File: src/rtl/cache_control.sv
// Two-way set-associative cache controller: hit service in IDLE, optional dirty-victim
// writeback, line allocate, and a per-state pmem timeout that raises a sticky error.
module cache_control #(
  parameter int unsigned MAX_PMEM_WAIT = 255
) (
  input  logic clk,
  input  logic rst_n,
  input  logic mem_read,
  input  logic mem_write,
  input  logic tag_match0,
  input  logic tag_match1,
  input  logic valid0,
  input  logic valid1,
  input  logic dirty0,
  input  logic dirty1,
  input  logic lru,
  input  logic pmem_resp,
  output logic mem_resp,
  output logic pmem_read,
  output logic pmem_write,
  output logic load_data0,
  output logic load_data1,
  output logic load_tag0,
  output logic load_tag1,
  output logic set_valid0,
  output logic set_valid1,
  output logic set_dirty0,
  output logic set_dirty1,
  output logic clear_dirty0,
  output logic clear_dirty1,
  output logic load_lru,
  output logic lru_in,
  output logic data_sel,
  output logic pmem_addr_sel,
  output logic way_sel,
  output logic pmem_error
);

  localparam int CNT_W = ($clog2(MAX_PMEM_WAIT + 1) > 8) ? $clog2(MAX_PMEM_WAIT + 1) : 8;
  localparam logic [CNT_W-1:0] LAST_WAIT = CNT_W'(MAX_PMEM_WAIT - 1);

  typedef enum logic [1:0] {
    IDLE      = 2'd0,
    WRITEBACK = 2'd1,
    ALLOCATE  = 2'd2
  } state_t;

  state_t           state, state_next;
  logic             victim, victim_next;
  logic [CNT_W-1:0] wait_cnt, wait_cnt_next;
  logic             error_next;

  logic       hit0, hit1, hit, hit_way, request, victim_dirty, timeout;
  logic [1:0] load_data, load_tag, set_valid, set_dirty, clear_dirty;

  assign hit0         = tag_match0 & valid0;
  assign hit1         = tag_match1 & valid1;
  assign hit          = hit0 | hit1;
  assign hit_way      = ~hit0;  // way 0 wins when both ways hit
  assign request      = mem_read | mem_write;
  assign victim_dirty = lru ? (valid1 & dirty1) : (valid0 & dirty0);
  // The abort fires on the last permitted cycle, so the counter never wraps.
  assign timeout      = (wait_cnt >= LAST_WAIT);

  // NOTE: every signal written here gets a default first, so no path can infer a latch.
  always_comb begin
    state_next    = state;
    victim_next   = victim;
    wait_cnt_next = '0;
    error_next    = pmem_error;
    mem_resp      = 1'b0;
    pmem_read     = 1'b0;
    pmem_write    = 1'b0;
    load_data     = 2'b00;
    load_tag      = 2'b00;
    set_valid     = 2'b00;
    set_dirty     = 2'b00;
    clear_dirty   = 2'b00;
    load_lru      = 1'b0;
    lru_in        = 1'b0;
    data_sel      = 1'b0;
    pmem_addr_sel = 1'b0;
    way_sel       = 1'b0;

    unique case (state)
      IDLE: begin
        if (request && hit) begin
          mem_resp = 1'b1;
          load_lru = 1'b1;
          lru_in   = ~hit_way;
          if (mem_write) begin
            load_data[hit_way] = 1'b1;
            set_dirty[hit_way] = 1'b1;
          end
        end else if (request) begin
          victim_next = lru;
          state_next  = victim_dirty ? WRITEBACK : ALLOCATE;
        end
      end

      WRITEBACK: begin
        pmem_write    = 1'b1;
        pmem_addr_sel = 1'b1;
        way_sel       = victim;
        if (pmem_resp) begin
          clear_dirty[victim] = 1'b1;
          state_next          = ALLOCATE;
        end else if (timeout) begin
          error_next = 1'b1;
          state_next = IDLE;
        end else begin
          wait_cnt_next = wait_cnt + 1'b1;
        end
      end

      ALLOCATE: begin
        pmem_read = 1'b1;
        if (pmem_resp) begin
          data_sel            = 1'b1;
          load_data[victim]   = 1'b1;
          load_tag[victim]    = 1'b1;
          set_valid[victim]   = 1'b1;
          clear_dirty[victim] = 1'b1;
          state_next          = IDLE;
        end else if (timeout) begin
          error_next = 1'b1;
          state_next = IDLE;
        end else begin
          wait_cnt_next = wait_cnt + 1'b1;
        end
      end

      default: state_next = IDLE;
    endcase
  end

  // NOTE: sequential state uses non-blocking assignments so all registers update together.
  always_ff @(posedge clk or negedge rst_n) begin
    if (!rst_n) begin
      state      <= IDLE;
      victim     <= 1'b0;
      wait_cnt   <= '0;
      pmem_error <= 1'b0;
    end else begin
      state      <= state_next;
      victim     <= victim_next;
      wait_cnt   <= wait_cnt_next;
      pmem_error <= error_next;
    end
  end

  assign load_data0   = load_data[0];
  assign load_data1   = load_data[1];
  assign load_tag0    = load_tag[0];
  assign load_tag1    = load_tag[1];
  assign set_valid0   = set_valid[0];
  assign set_valid1   = set_valid[1];
  assign set_dirty0   = set_dirty[0];
  assign set_dirty1   = set_dirty[1];
  assign clear_dirty0 = clear_dirty[0];
  assign clear_dirty1 = clear_dirty[1];

endmodule

File: config.mk
export PLATFORM = sky130hd
export DESIGN_NAME = cache_control
export DESIGN_NICKNAME = d
export VERILOG_FILES = /design/src/rtl/cache_control.sv
export SDC_FILE = /design/constraint.sdc
export NUM_CORES = 1
export LEC_CHECK = 0
export CORE_MARGIN = 10
export CORE_UTILIZATION = 41
export CTS_CLUSTER_SIZE = 16
export DETAILED_ROUTE_END_ITERATION = 7
export DONT_BUFFER_PORTS = 1
export PLACE_DENSITY = 0.61
export SLEW_MARGIN = 10
export SYNTH_ARGS = -nofsm -noshare
export SYNTH_HDL_FRONTEND = slang
export SYNTH_SLANG_ARGS = --single-unit
File: constraint.sdc
create_clock -name clk -period 4.4 [get_ports clk]
set_input_delay 0.44 -clock clk [delete_from_list [all_inputs] [get_ports clk]]
set_output_delay 0.44 -clock clk [all_outputs]
set_load 0.1 [all_outputs]
---- After elaboration in Yosys (flattened, before gate mapping) ----
Cells that the tools add are included.
storage, ports and cells
  output and inout bits ................... 19
  register bits ........................... 12
operators by class
  bitwise gates (word level) .............. 9
  order comparisons ....................... 5
  reductions and logical operators ........ 8
  $add $sub $neg .......................... 1
  mux-type cells .......................... 31
  equality and inequality tests ........... 4
operator list
  cell                                                                          number
  2-bit two-way mux                                                             12
  8-bit two-way mux                                                             3
  1-bit two-way mux                                                             12
  8-bit by 1-bit adder with 8-bit output, second input constant                 1
  8-bit greater-or-equal comparator, second input constant                      1
  2-bit one-hot mux with 3 select lines                                         1
  3-bit AND reduction                                                           2
  1-bit bitwise AND                                                             4
  1-bit by 2-bit less-than comparator with 1-bit output, second input constant  2
  2-bit != test, second input constant                                          2
  2-bit one-hot mux with 2 select lines                                         1
  1-bit logical AND                                                             3
  1-bit inverter                                                                3
  1-bit demux with 1-bit select                                                 2
  2-bit by 1-bit equality test with 1-bit output, second input constant         1
  2-bit equality test, second input constant                                    1
  1-bit greater-or-equal comparator, second input constant                      2
  2-bit logical NOT                                                             1
  1-bit bitwise OR                                                              2
  2-bit AND reduction                                                           1
  2-bit OR reduction                                                            1

---- Depth between registers and ports, before layout ----
Gate-level depths: netlist of run 1.
  depth in word-level cells ............... 9
  mapped depth ............................ 6

---- Worst setup path after synthesis of run 1 ----
OpenSTA, ideal clock, no wires.
  path type ............................... reg-to-output
  from .................................... reg state[0]
  to ...................................... out set_valid0
  arrival time ............................ 3.314 ns
  path buffers ............................ 1
  stages on the path, launching flop included .. 6
  setup slack ............................. 0.646 ns
  required time ........................... 3.960 ns
  cell sequence ........................... dfrtp_1 > inv_1 > ha_1 > nand2_1 > nor2_1 > buf_4
on the way
  cells in the longest elaborated chain, start to end .. 2
ends and longest elaborated chain
  what                      line  RTL
  start: declaration        48    state_t state, state_next;
  start signal: assignment  145   state <= state_next;
  2-bit equality test       --
  2-bit two-way mux         --
  end: declaration          25    output logic set_valid0,
Every way passes these cells.

---- Worst setup path after layout of run 1 ----
  from .................................... reg state[0]
  to ...................................... out load_data1
on the way
  cells in the longest elaborated chain, start to end .. 2
ends and longest elaborated chain
  what                                                             line  RTL
  2-bit equality test / 2-bit logical NOT (equally long branches)  85    unique case (state)
  2-bit one-hot mux with 2 select lines *                          85
  end: declaration                                                 22    output logic load_data1,
Mark *: on every way between the ends. The rest lies on a longest branch, timed or not.

==> results_dict.tcl, run 1 <==
set metrics [dict create \
    status "complete, no violations" \
    powerDensity_nw_per_um2 744 \
    core_area_um2 1800 \
    finalWirelength_um 1780 \
    hpwl_um 1420 \
    synth_compound_area_frac 0.173 \
    yosysMostFrequentCell "nor2_1" \
    setup_viol 0 \
    initial_core_util 0.447 \
    grt_max_degree 13 \
    regToRegSetupSlack_ns 2.39 \
    num_rows 15 \
    hp-start "lru" \
    synth_top_area_frac 0.373 \
    combPwrFrac 0.657 \
    clk_pin_slew_ns 0.07 \
    hold_viol 0 \
    final_antenna_net_count 0 \
    drv_cap 0 \
    syn_nets 105 \
    clock_path_buffers 2 \
    track_usage 0.0863 \
    first_pass_iters 4 \
    cp.required_ns 3.96 \
    dp.cells 114 \
    dieArea_um2 4130 \
    final_layout_size_suffix_gt1_frac 0.245 \
    crit_start "state[0]" \
    grt-ovfl-total 0 \
    cp_max_fo 4 \
    cts_tree "yes" \
    fmax_mhz 324 \
    arrival_ns 2.65 \
    p_int_w 0.000262 \
    yosysSeqAreaShare 0.373 \
    grt_pass1_wl_um 2870 \
    async_flop_share 1.00 \
    cp-start-kind "flip-flop" \
    yosysTopAreaCell "dfrtp_1" \
    clk_latency_ns 0.27 \
    synth-seq-cells 12 \
    crit_type "reg2out" \
    clock_skew_ns 0.00111 \
    via_per_inst 5.35 \
    die_h_um 64.3 \
    fin_cells 119 \
    ys.warnings.count 0 \
    antenna_found_initial 0 \
    cts_setup_buffers 0 \
    yosys.area_share.simple 0.243 \
    worstReg2RegStart "state[1]" \
    syn_inst 87 \
    cts-root-buf "clkbuf_4" \
    nets 113 \
    synth_top_family_by_area "simple AND/OR/NAND/NOR gates" \
    globalplace.congestion 0.738 \
    ios 31 \
    ys_top_cells_by_area "dfrtp_1 (37%), ha_1 (9.3%), nor2_1 (7.5%), buf_4 (3.7%), xor2_1 (3.3%)" \
    die_w_um 64.3 \
    synth_fa_ha_area_frac 0.0933 \
    fin_setup_tns_ns 0 \
    p_sw_w 0.000434 \
    p_leak_nw 0.433 \
    rsz0062_at_grt "no" \
    syn_area_um2 805 \
    cts_made_buffers 3 \
    post-route-util 0.519 \
    clock_sinks 12 \
    p_clk_frac 0.124 \
    synthTopCellsByCount "nor2_1 (16), dfrtp_1 (12), ha_1 (6)" \
    postSynthAreaPerCell_um2 9.25 \
    synth_xor_area_frac 0.0435 \
    synth_edf_count 0 \
    seq_power_share 0.220 \
    port_buffers 0 \
    post-route-period-util 0.702 \
    h-tree-depth 1 \
    grt_pass1_vias 592 \
    wl_per_cell_um 14.9 \
    peakVddDrop_mv 0.374 \
    syn_to_final_growth_pct 16.2 \
    slew_headroom 0.287 \
    post-route-min-period_ns 3.09 \
    yosysUniqueCellTypes 33 \
    synthMuxAreaShare 0.0140 \
    dominantRegCellSynth "dfrtp_1" \
    worstMarginPinSlew_ns 1.07 \
    worstHoldPathType "in2reg" \
    drtIter0Drc 26 \
    switching_share 0.623 \
    slew_violations 0 \
    crit_path_end_kind "output port" \
    antenna_cells 0 \
    vias 637 \
    drc 0 \
]
worst max-delay path: stages (launching register included):
cell and delay (ns):
dfrtp_1 0.42, inv_1 0.11, ha_1 0.15, buf_4 0.30
and3_2 0.91, or2_1 0.20, buf_4 0.28
power groups by stage:
stage / registers [W] / logic (W) / clock network [W]
final: 0.000153 / 0.000457 / 0.0000860
after global routing: 0.000156 / 0.000482 / 0.0000955
after CTS: 0.000153 / 0.000460 / 0.0000899
after detailed placement: 0.000155 / 0.000456 / 0
after global placement: 0.000153 / 0.000454 / 0
after floorplan: 0.000144 / 0.000408 / 0
kinds of logic after synthesis:
logic type | count (synthesis)
AOI/OAI and AO/OA | 17
DFF | 12
xor gates and xnor gates | 4
muxes | 1
and+or+nand+nor | 38
buffers and inverters | 9
adders and majority gates | 6
metrics by stage:
step	area [um2]	hold slack [ns]	total power, W	worst slack, ns
after global routing	935	0.296	0.000733	1.18
after global placement	888	0.145	0.000608	1.63
after detailed placement	888	0.145	0.000611	1.60
after CTS	935	0.309	0.000703	1.29
final	935	0.316	0.000696	1.31
after floorplan	805	0.144	0.000552	0.646
final timing paths:
check / to / cells past startpoint
worst max-delay path: load_data1 / 6
worst max register to register: state[0] / 6
max in group asynchronous: wait_cnt[1] / 1
min in group asynchronous: wait_cnt[5] / 1
worst min-delay path: victim / 1
worst min register to register: wait_cnt[0] / 1
flip-flops by register name, indices dropped and copies added (netlist names):
register    flops
state           2
wait_cnt        8
pmem_error      1
victim          1
what timing repair did:
action                                 CTS  global route
gates resized for setup                  0             0
setup endpoints to repair                0             0
endpoints found under the hold margin   12             0
hold buffers                             1             0
routing by layer:
metal,GRT usage,wire length (um),vias up
met5,0,0,-
met4,0.0241,15,0
met3,0.0557,161,5
met2,0.135,848,20
met1,0.0941,754,297
li1,-,-,315
cell usage in the layout (no fill, tap or decap), types with 2 or more instances in the layout:
cell type,n
xor2_1,3
ha_1,5
dfrtp_1,12
nor2_2,3
and3_1,2
a21oi_1,2
nor2_1,12
nand3_1,4
o21ai_1,3
clkbuf_4,3
nor2b_1,2
nand2_1,5
inv_1,5
buf_4,5
cell type report:
cell class,instances,area [um2]
sequential,12,300
fill,182,867
timing repair buffer,7,67.6
clock buffer,4,36.3
tap,25,31.3
inverter,5,18.8
multi-input combinational,66,480
(Power assumes the default switching activity.)
==> run 2: changes to the inputs <==
- PLACE_DENSITY: 0.61 -> 0.63
- clock period: 4.4 -> 2.51 ns (I/O delays scaled with it)
==> run 2 against run 1 <==
Combinational power increased by 87%. Clock power increased by 31%. Design area increased by 5.4%. Cell count increased by 5.0%. Critical path type unchanged. Largest cell class unchanged.
==> results_dict.tcl, run 2 (synthesized netlist as in run 1, its figures left out) <==
set metrics [dict create \
    hold_viol 0 \
    finalWirelength_um 1780 \
    crit_path_cell_trace "inv_1 -> ha_2 -> o21ai_2 -> nor2b_4 -> and3_4 -> or2_4" \
    final_layout_size_suffix_gt1_frac 0.330 \
    status "complete, no violations" \
    arrival_ns 1.78 \
    drtIter0Drc 5 \
    track_usage 0.0853 \
    first_pass_iters 4 \
    cp_max_fo 7 \
    wl_per_cell_um 14.3 \
    fin_setup_tns_ns 0 \
    post-route-period-util 0.809 \
    worstHoldPathType "in2reg" \
    port_buffers 0 \
    nets 120 \
    fmax_mhz 493 \
    powerDensity_nw_per_um2 1250 \
    dieArea_um2 4130 \
    clk_latency_ns 0.27 \
    syn_to_final_growth_pct 22.4 \
    antenna_found_initial 0 \
    cp-start-kind "flip-flop" \
    hold_slack_ns 0.140 \
    num_rows 15 \
    drc 0 \
    path_buf_inv 1 \
    mostFrequentLayoutCells "nor2_1 (12), buf_4 (12), dfrtp_1 (12), inv_1 (5), nand2_1 (5)" \
    cts_setup_buffers 0 \
    worstMarginPinSlew_ns 0.905 \
    grt_pass1_vias 603 \
    drv_cap 0 \
    reg_top3 "wait_cnt (8), state (2)" \
    cts-root-buf "clkbuf_4" \
    initial_core_util 0.447 \
    die_w_um 64.3 \
    slew_violations 0 \
    via_per_inst 5.32 \
    core_area_um2 1800 \
    clock_path_buffers 2 \
    cts_made_buffers 3 \
    grt-ovfl-total 0 \
    crit_path_end_kind "output port" \
    clock_sinks 12 \
    clk_pin_slew_ns 0.06 \
    grt_max_degree 13 \
    h-tree-depth 1 \
    crit_type "reg2out" \
    critPathSlowestCell "dfrtp_1" \
    cts_tree "yes" \
    final_antenna_net_count 0 \
    setup_viol 0 \
    grt_pass1_wl_um 2900 \
    antenna_cells 0 \
    ios 31 \
    rsz0062_at_grt "no" \
    die_h_um 64.3 \
    cp.required_ns 2.26 \
    top_register "wait_cnt" \
    vias 665 \
    nFillCells 168 \
    p_leak_nw 0.462 \
    peakVddDrop_mv 0.694 \
    slew_headroom 0.396 \
    clock_skew_ns 0.00747 \
    cp_slowest_stage_delay_ns 0.42 \
    globalplace.congestion 0.773 \
    post-route-min-period_ns 2.03 \
    largest_reg_flops 8 \
    cp_top_family "simple AND/OR/NAND/NOR gates" \
]
run 2: cell types whose count changed in the layout (fill, tap and decap cells not counted), sizes merged:
cell	change
buf	+7
clkbuf	-1
run 2: where the power goes:
| group | switching (W) | total, W | internal (W) | leakage [nW] |
|---|---|---|---|---|
| registers | 0.0000438 | 0.000266 | 0.000222 | 0.163 |
| clock network | 0.0000576 | 0.000113 | 0.0000554 | 0.0138 |
| logic | 0.000664 | 0.000854 | 0.000190 | 0.285 |
run 2: path summary, 6_finish.rpt:
check | slack, ns | endpoint | from | cells after the start
max in group asynchronous | 1.71 | wait_cnt[7] | rst_n | 1
max reg2reg | 0.92 | state[0] | state[0] | 6
min | 0.14 | victim | lru | 1
min reg2reg | 0.50 | wait_cnt[0] | wait_cnt[0] | 1
min in group asynchronous | 0.42 | wait_cnt[5] | rst_n | 1
max | 0.48 | load_data1 | state[0] | 6
run 2: repair_timing:
action / 4_1_cts / 5_1_grt
endpoints found under the hold margin: 12 / 0
hold buffers: 1 / 0
gates resized for setup: 0 / 0
run 2: layout make-up:
cell class / instances / area (um2) / share of cell area
tap: 25 / 31.3 / 0.0318
inverter: 5 / 18.8 / 0.0191
multi-input combinational: 66 / 492 / 0.499
clock buffer: 3 / 22.5 / 0.0229
timing repair buffer: 14 / 120 / 0.122
sequential: 12 / 300 / 0.305
run 2: through the flow:
| step | utilization | cells | instance area (um2) | setup WS (ns) | total power [W] |
|---|---|---|---|---|---|
| after global placement | 0.528 | 121 | 952 | 0.826 | 0.00111 |
| after CTS | 0.547 | 125 | 985 | 0.472 | 0.00124 |
| after detailed placement | 0.528 | 121 | 952 | 0.770 | 0.00112 |
| after floorplan | - | 87 | 831 | 0.0261 | 0.000999 |
| final | 0.547 | 125 | 985 | 0.480 | 0.00123 |
| after global routing | 0.547 | 125 | 985 | 0.374 | 0.00130 |
run 2: layer usage:
layer	global-route usage	up-vias	share of wire
met2	0.138	19	0.49
met4	0.0160	0	0.0050
li1	-	329	-
met1	0.0992	315	0.45
met3	0.0436	2	0.056
met5	0	-	0
